### src/rtl/history_pkg.sv
// ----------------------------------------------------------------------------
// history_pkg - polarity mode encoding and run-length width helper. rev 1.0
// ----------------------------------------------------------------------------
`default_nettype none

package history_pkg;

   typedef enum logic [1:0] {
      MODE_ONES  = 2'b00,
      MODE_ZEROS = 2'b01,
      MODE_BOTH  = 2'b10
   } mode_t;

   function automatic int calc_lw(input int depth);
      return $clog2(depth + 1);
   endfunction

endpackage

`default_nettype wire

### src/rtl/history_chan.sv
// ----------------------------------------------------------------------------
// history_chan - one channel: saturating run counter, Mealy flags, hit edge. rev 1.0
// ----------------------------------------------------------------------------
`default_nettype none

module history_chan
   import history_pkg::*;
#(
   parameter int DEPTH = 8,
   parameter int LW    = calc_lw(DEPTH)
) (
   input  logic          clk,
   input  logic          reset,
   input  logic          valid,
   input  logic          clr,
   input  logic          a,
   input  logic [1:0]    mode,
   input  logic [LW-1:0] thresh,
   output logic [LW-1:0] run_len,
   output logic          x,
   output logic          y,
   output logic          hit,
   output logic          hit_rise
);

   localparam logic [LW-1:0] C_DEPTH = LW'(DEPTH);

   logic          last_q, last_d;
   logic [LW-1:0] cnt_q,  cnt_d;
   logic          hit_q,  hit_d;
   logic          rise_q, rise_d;
   logic [LW-1:0] w_cur;
   logic          w_pol_ok;
   logic          w_take;

   always_comb begin
      w_take = valid && !clr;

      // cnt_q == 0 means no history, so the first sample always starts a run of 1
      if ((cnt_q != '0) && (a == last_q))
         w_cur = (cnt_q >= C_DEPTH) ? C_DEPTH : cnt_q + 1'b1;
      else
         w_cur = LW'(1);

      case (mode_t'(mode))
         MODE_ONES:  w_pol_ok = a;
         MODE_ZEROS: w_pol_ok = !a;
         default:    w_pol_ok = 1'b1;
      endcase

      run_len = w_take ? w_cur : '0;
      x       = w_take && (w_cur >= LW'(2));
      y       = w_take && (w_cur >= LW'(3));
      hit     = w_take && (w_cur >= thresh) && w_pol_ok;

      last_d = last_q;
      cnt_d  = cnt_q;
      hit_d  = hit_q;
      rise_d = 1'b0;
      if (clr) begin
         last_d = 1'b0;
         cnt_d  = '0;
         hit_d  = 1'b0;
      end else if (valid) begin
         last_d = a;
         cnt_d  = w_cur;
         hit_d  = hit;
         rise_d = hit && !hit_q;
      end
   end

   always_ff @(posedge clk or negedge reset) begin
      if (!reset) begin
         last_q <= 1'b0;
         cnt_q  <= '0;
         hit_q  <= 1'b0;
         rise_q <= 1'b0;
      end else begin
         last_q <= last_d;
         cnt_q  <= cnt_d;
         hit_q  <= hit_d;
         rise_q <= rise_d;
      end
   end

   assign hit_rise = rise_q;

endmodule

`default_nettype wire

### src/rtl/history_detector.sv
// ----------------------------------------------------------------------------
// history_detector - CH independent run-length history channels with shared controls. rev 1.0
// ----------------------------------------------------------------------------
`default_nettype none

module history_detector
   import history_pkg::*;
#(
   parameter int CH    = 4,
   parameter int DEPTH = 8
) (
   input  logic                         clk,
   input  logic                         reset,
   input  logic                         valid,
   input  logic                         clr,
   input  logic [CH-1:0]                a,
   input  logic [1:0]                   mode,
   input  logic [calc_lw(DEPTH)-1:0]    thresh,
   output logic [CH*calc_lw(DEPTH)-1:0] run_len,
   output logic [CH-1:0]                x,
   output logic [CH-1:0]                y,
   output logic [CH-1:0]                hit,
   output logic [CH-1:0]                hit_rise
);

   localparam int LW = calc_lw(DEPTH);

   generate
      for (genvar i = 0; i < CH; i++) begin : g_chan
         history_chan #(
            .DEPTH (DEPTH),
            .LW    (LW)
         ) u_chan (
            .clk      (clk),
            .reset    (reset),
            .valid    (valid),
            .clr      (clr),
            .a        (a[i]),
            .mode     (mode),
            .thresh   (thresh),
            .run_len  (run_len[i*LW +: LW]),
            .x        (x[i]),
            .y        (y[i]),
            .hit      (hit[i]),
            .hit_rise (hit_rise[i])
         );
      end
   endgenerate

endmodule

`default_nettype wire

### config.mk
export PLATFORM = sky130hd
export DESIGN_NAME = history_detector
export DESIGN_NICKNAME = d
export VERILOG_FILES = /design/src/rtl/history_pkg.sv /design/src/rtl/history_chan.sv /design/src/rtl/history_detector.sv
export SDC_FILE = /design/constraint.sdc
export NUM_CORES = 1
export LEC_CHECK = 0
export CAP_MARGIN = 20
export CELL_PAD_IN_SITES_DETAIL_PLACEMENT = 0
export CELL_PAD_IN_SITES_GLOBAL_PLACEMENT = 1
export CORE_UTILIZATION = 41
export DETAILED_ROUTE_END_ITERATION = 8
export PLACE_DENSITY_LB_ADDON = 0.1
export SETUP_SLACK_MARGIN = 0.1
export SLEW_MARGIN = 15
export SYNTH_ARGS = -nofsm -noshare
export SYNTH_HDL_FRONTEND = slang
export SYNTH_SLANG_ARGS = --single-unit
### constraint.sdc
create_clock -name clk -period 3.96 [get_ports clk]
set_input_delay 0.396 -clock clk [delete_from_list [all_inputs] [get_ports clk]]
set_output_delay 0.396 -clock clk [all_outputs]
set_load 0.02 [all_outputs]
==> flow_metrics.env <==
export IMPL_status="finished, final reports clean"
export IMPL_numPortBuffers=45
export IMPL_design_die_area_mm2=0.00569
export IMPL_clk_path_buf_depth=2
export IMPL_holdWs_ns=0.428
export IMPL_io_pins=46
export IMPL_drive_above_1_share_pct=4.83
export IMPL_ys_ff_latch=28
export IMPL_cts_sinks=28
export IMPL_gp_congestion=0.912
export IMPL_swShare_pct=28.4
export IMPL_coreArea_mm2=0.00514
export IMPL_reg2reg_to="g_chan[0].u_chan.hit_q$_DFFE_PN0P_"
export IMPL_synth_cell_type_count=30
export IMPL_antenna_found_initial=0
export IMPL_cts_clk_slew_worst_paths_ns=0.10
export IMPL_relSlewSlack_pct=37.5
export IMPL_critPathCaptureType="output pin"
export IMPL_syn_area_mm2=0.00221
export IMPL_preCtsSetupSlack_ns=0.551
export IMPL_gr_total_overflow=0
export IMPL_drc=0
export IMPL_fin_area_mm2=0.00269
export IMPL_netlist_instances=260
export IMPL_rows=26
export IMPL_period_minus_slack_ns=3.51
export IMPL_clock_latency_ns=0.28
export IMPL_finalHoldViolCount=0
export IMPL_grt_max_degree=29
export IMPL_cts_hold_buf=0
export IMPL_combinationalPowerShare_pct=21.1
export IMPL_first_iter_violations=90
export IMPL_syn_area_per_cell_um2=8.51
export IMPL_cp_required_ns=3.56
export IMPL_antenna_cells=0
export IMPL_pwr_share_seq_pct=49.0
export IMPL_hold_class="flop to flop"
export IMPL_final_cells=360
export IMPL_via_per_inst=5.14
export IMPL_start_kind="flop"
export IMPL_slew_viol_final=0
export IMPL_post_cts_buffers=0
export IMPL_grt_pass1_wl_um=8380
export IMPL_startpoint="g_chan[0].u_chan.cnt_q[0]$_DFFE_PN0P_"
export IMPL_postPlaceCellArea_mm2=0.00263
export IMPL_pwr_share_clk_pct=29.8
export IMPL_cts_root_buf="clkbuf_8"
export IMPL_crit_type="flop to output pin"
export IMPL_p_leak_nw=1.29
export IMPL_clock_skew_ns=0.00197
export IMPL_r2r_slack_ns=1.51
export IMPL_r2r_start="g_chan[0].u_chan.cnt_q[0]$_DFFE_PN0P_"
export IMPL_dp_cells=356
export IMPL_die_width_um=75.5
export IMPL_cts_tree="built"
export IMPL_tightest_slew_ns=0.938
export IMPL_grt_pass1_vias=1785
export IMPL_areaGrowthSynthToFinish_pct=21.5
export IMPL_max_freq_mhz=285
export IMPL_syn_nets=296
export IMPL_crit_fanout=4
export IMPL_totalWireLength_um=5060
export IMPL_cts_resized=0
export IMPL_wl_per_cell_um=14.0
export IMPL_p_sw_w=0.000174
export IMPL_cap_violations=0
export IMPL_power_density_mw_per_mm2=228
export IMPL_crit_end="hit[0]"
export IMPL_cp_arrival_ns=3.11
export IMPL_postRouteAntennaNets=0
export IMPL_internal_power_w=0.000439
export IMPL_worstRegToRegCells=10
export IMPL_setup_viol=0
export IMPL_dp_hpwl_um=3810
export IMPL_synth_seq_area_share_pct=31.7
export IMPL_vias=1851
export IMPL_initial_core_util_pct=43.0
export IMPL_drt_pass1_iterations=4
export IMPL_htreeDepth=1
export IMPL_irDropWorstVdd_mv=0.109
export IMPL_nets=327
export IMPL_yosys_warnings=0
export IMPL_die_h_um=75.5
export IMPL_numCtsBuffers=3
export IMPL_track_usage_pct=19.6
export IMPL_fin_crit_sh_pct=88.5
export IMPL_setup_ws_ns=0.455
export IMPL_rsz0062_at_grt="false"
export IMPL_setup_tns_ns=0
==> cells in the mapped netlist <==
library cell   n  area (um2)
or3b_1         2        17.5
a211o_1        4        35.0
buf_2          1        5.00
a211oi_1       6        45.0
a31oi_1        8        50.1
a21oi_1        8        40.0
inv_1         23        86.3
nor2b_1        8        50.1
a211oi_2       2        25.0
nand2_1       10        37.5
mux2_2         2        22.5
nand3_1        8        40.0
a221oi_1       2        17.5
nand2b_1      18         113
clkbuf_1       6        22.5
o221ai_1       2        17.5
buf_4         16         120
or2b_1         1        7.51
nor2_1        43         161
mux2i_1       10         100
or3b_2         2        17.5
xnor2_1        1        8.76
a311oi_1       2        17.5
o21ai_0        4        20.0
ha_1          22         275
a21o_1         8        60.1
xor2_1         8        70.1
dfrtp_1       28         701
and2_1         3        18.8
nor3_1         2        10.0
==> cells in the final DEF (no fill, tap or decap), types with 3 or more instances in the layout <==
cell	instances
o21ai_0	4
nand2_1	10
a21o_1	8
mux2i_1	10
nor2b_1	8
nor2_1	43
inv_1	23
buf_4	4
a211o_1	4
ha_1	22
nand3_1	8
dfrtp_1	28
clkdlybuf4s50_1	45
a211oi_1	6
a21oi_1	8
xor2_1	8
and2_1	3
clkbuf_8	4
nand2b_1	18
a31oi_1	8
==> metrics by stage <==
| step | power [W] | utilization [%] |
|---|---|---|
| 2_1_floorplan | 0.000385 | - |
| 3_3_place_gp | 0.000437 | 51.2 |
| 3_5_place_dp | 0.000437 | 51.2 |
| 4_1_cts | 0.000623 | 52.3 |
| 5_1_grt | 0.000648 | 52.3 |
| 6_report | 0.000613 | 52.3 |
==> state kept, by name (all words and copies together) (netlist names) <==
register	flops
g_chan.u_chan.hit_rise	4
g_chan.u_chan.hit_q	4
g_chan.u_chan.last_q	4
g_chan.u_chan.cnt_q	16
==> how the worst min path moves through the flow <==
stage	startpoint	end	slack, ns	cells after the start
after floorplan	reset	g_chan[0].u_chan.cnt_q[0]$_DFFE_PN0P_	0.10	0
after global placement	g_chan[2].u_chan.hit_q$_DFFE_PN0P_	g_chan[2].u_chan.hit_rise$_DFF_PN0_	0.41	1
after detailed placement	g_chan[1].u_chan.hit_q$_DFFE_PN0P_	g_chan[1].u_chan.hit_rise$_DFF_PN0_	0.42	1
after CTS	g_chan[1].u_chan.hit_q$_DFFE_PN0P_	g_chan[1].u_chan.hit_rise$_DFF_PN0_	0.43	1
after global routing	g_chan[1].u_chan.hit_q$_DFFE_PN0P_	g_chan[1].u_chan.hit_rise$_DFF_PN0_	0.44	1
final	g_chan[1].u_chan.hit_q$_DFFE_PN0P_	g_chan[1].u_chan.hit_rise$_DFF_PN0_	0.43	1
==> cell type report <==
type,count,area [um2]
timing repair buffer,49,480
multi-input combinational,186,1280
clock buffer,4,55.1
tap,70,87.6
inverter,23,86.3
sequential,28,701
fill,543,2450
==> logic make-up (layout without fill, tap and decap cells) <==
logic type	after synthesis	in the layout	synth area share, %
adders and majority gates	22	22	12.4
xor gates and xnor gates	9	9	3.56
muxes	12	12	5.54
DFF	28	28	31.7
buffers and inverters	46	76	10.6
AOI/OAI and AO/OA	46	46	14.8
and+or+nand+nor	97	97	21.4
==> routing by layer <==
metal / global-route usage [%] / vias to the layer above / wire [um]
met5: 0 / - / 0
met3: 2.12 / 9 / 159
met1: 26.3 / 865 / 2410
li1: - / 932 / -
met4: 7.61 / 0 / 106
met2: 32.6 / 45 / 2380
==> power by group through the flow <==
stage               logic (W)  clock network [W]  registers [W]
floorplan           0.0000804                  0       0.000305
global placement     0.000131                  0       0.000306
detailed placement   0.000131                  0       0.000306
CTS                  0.000132           0.000190       0.000301
global route         0.000146           0.000200       0.000302
finish               0.000130           0.000183       0.000301
==> critical path, stage by stage (launching register included) <==
cell and delay, ns:
dfrtp_1 0.42, inv_1 0.08, ha_1 0.21, nand2b_1 0.10, a21o_1 0.16, nor2b_1 0.23, ha_1 0.26, nand2b_1 0.14
a21o_1 0.17, a211oi_1 0.43, nor2_1 0.09, clkdlybuf4s50_1 0.56
(Power assumes the default switching activity.)
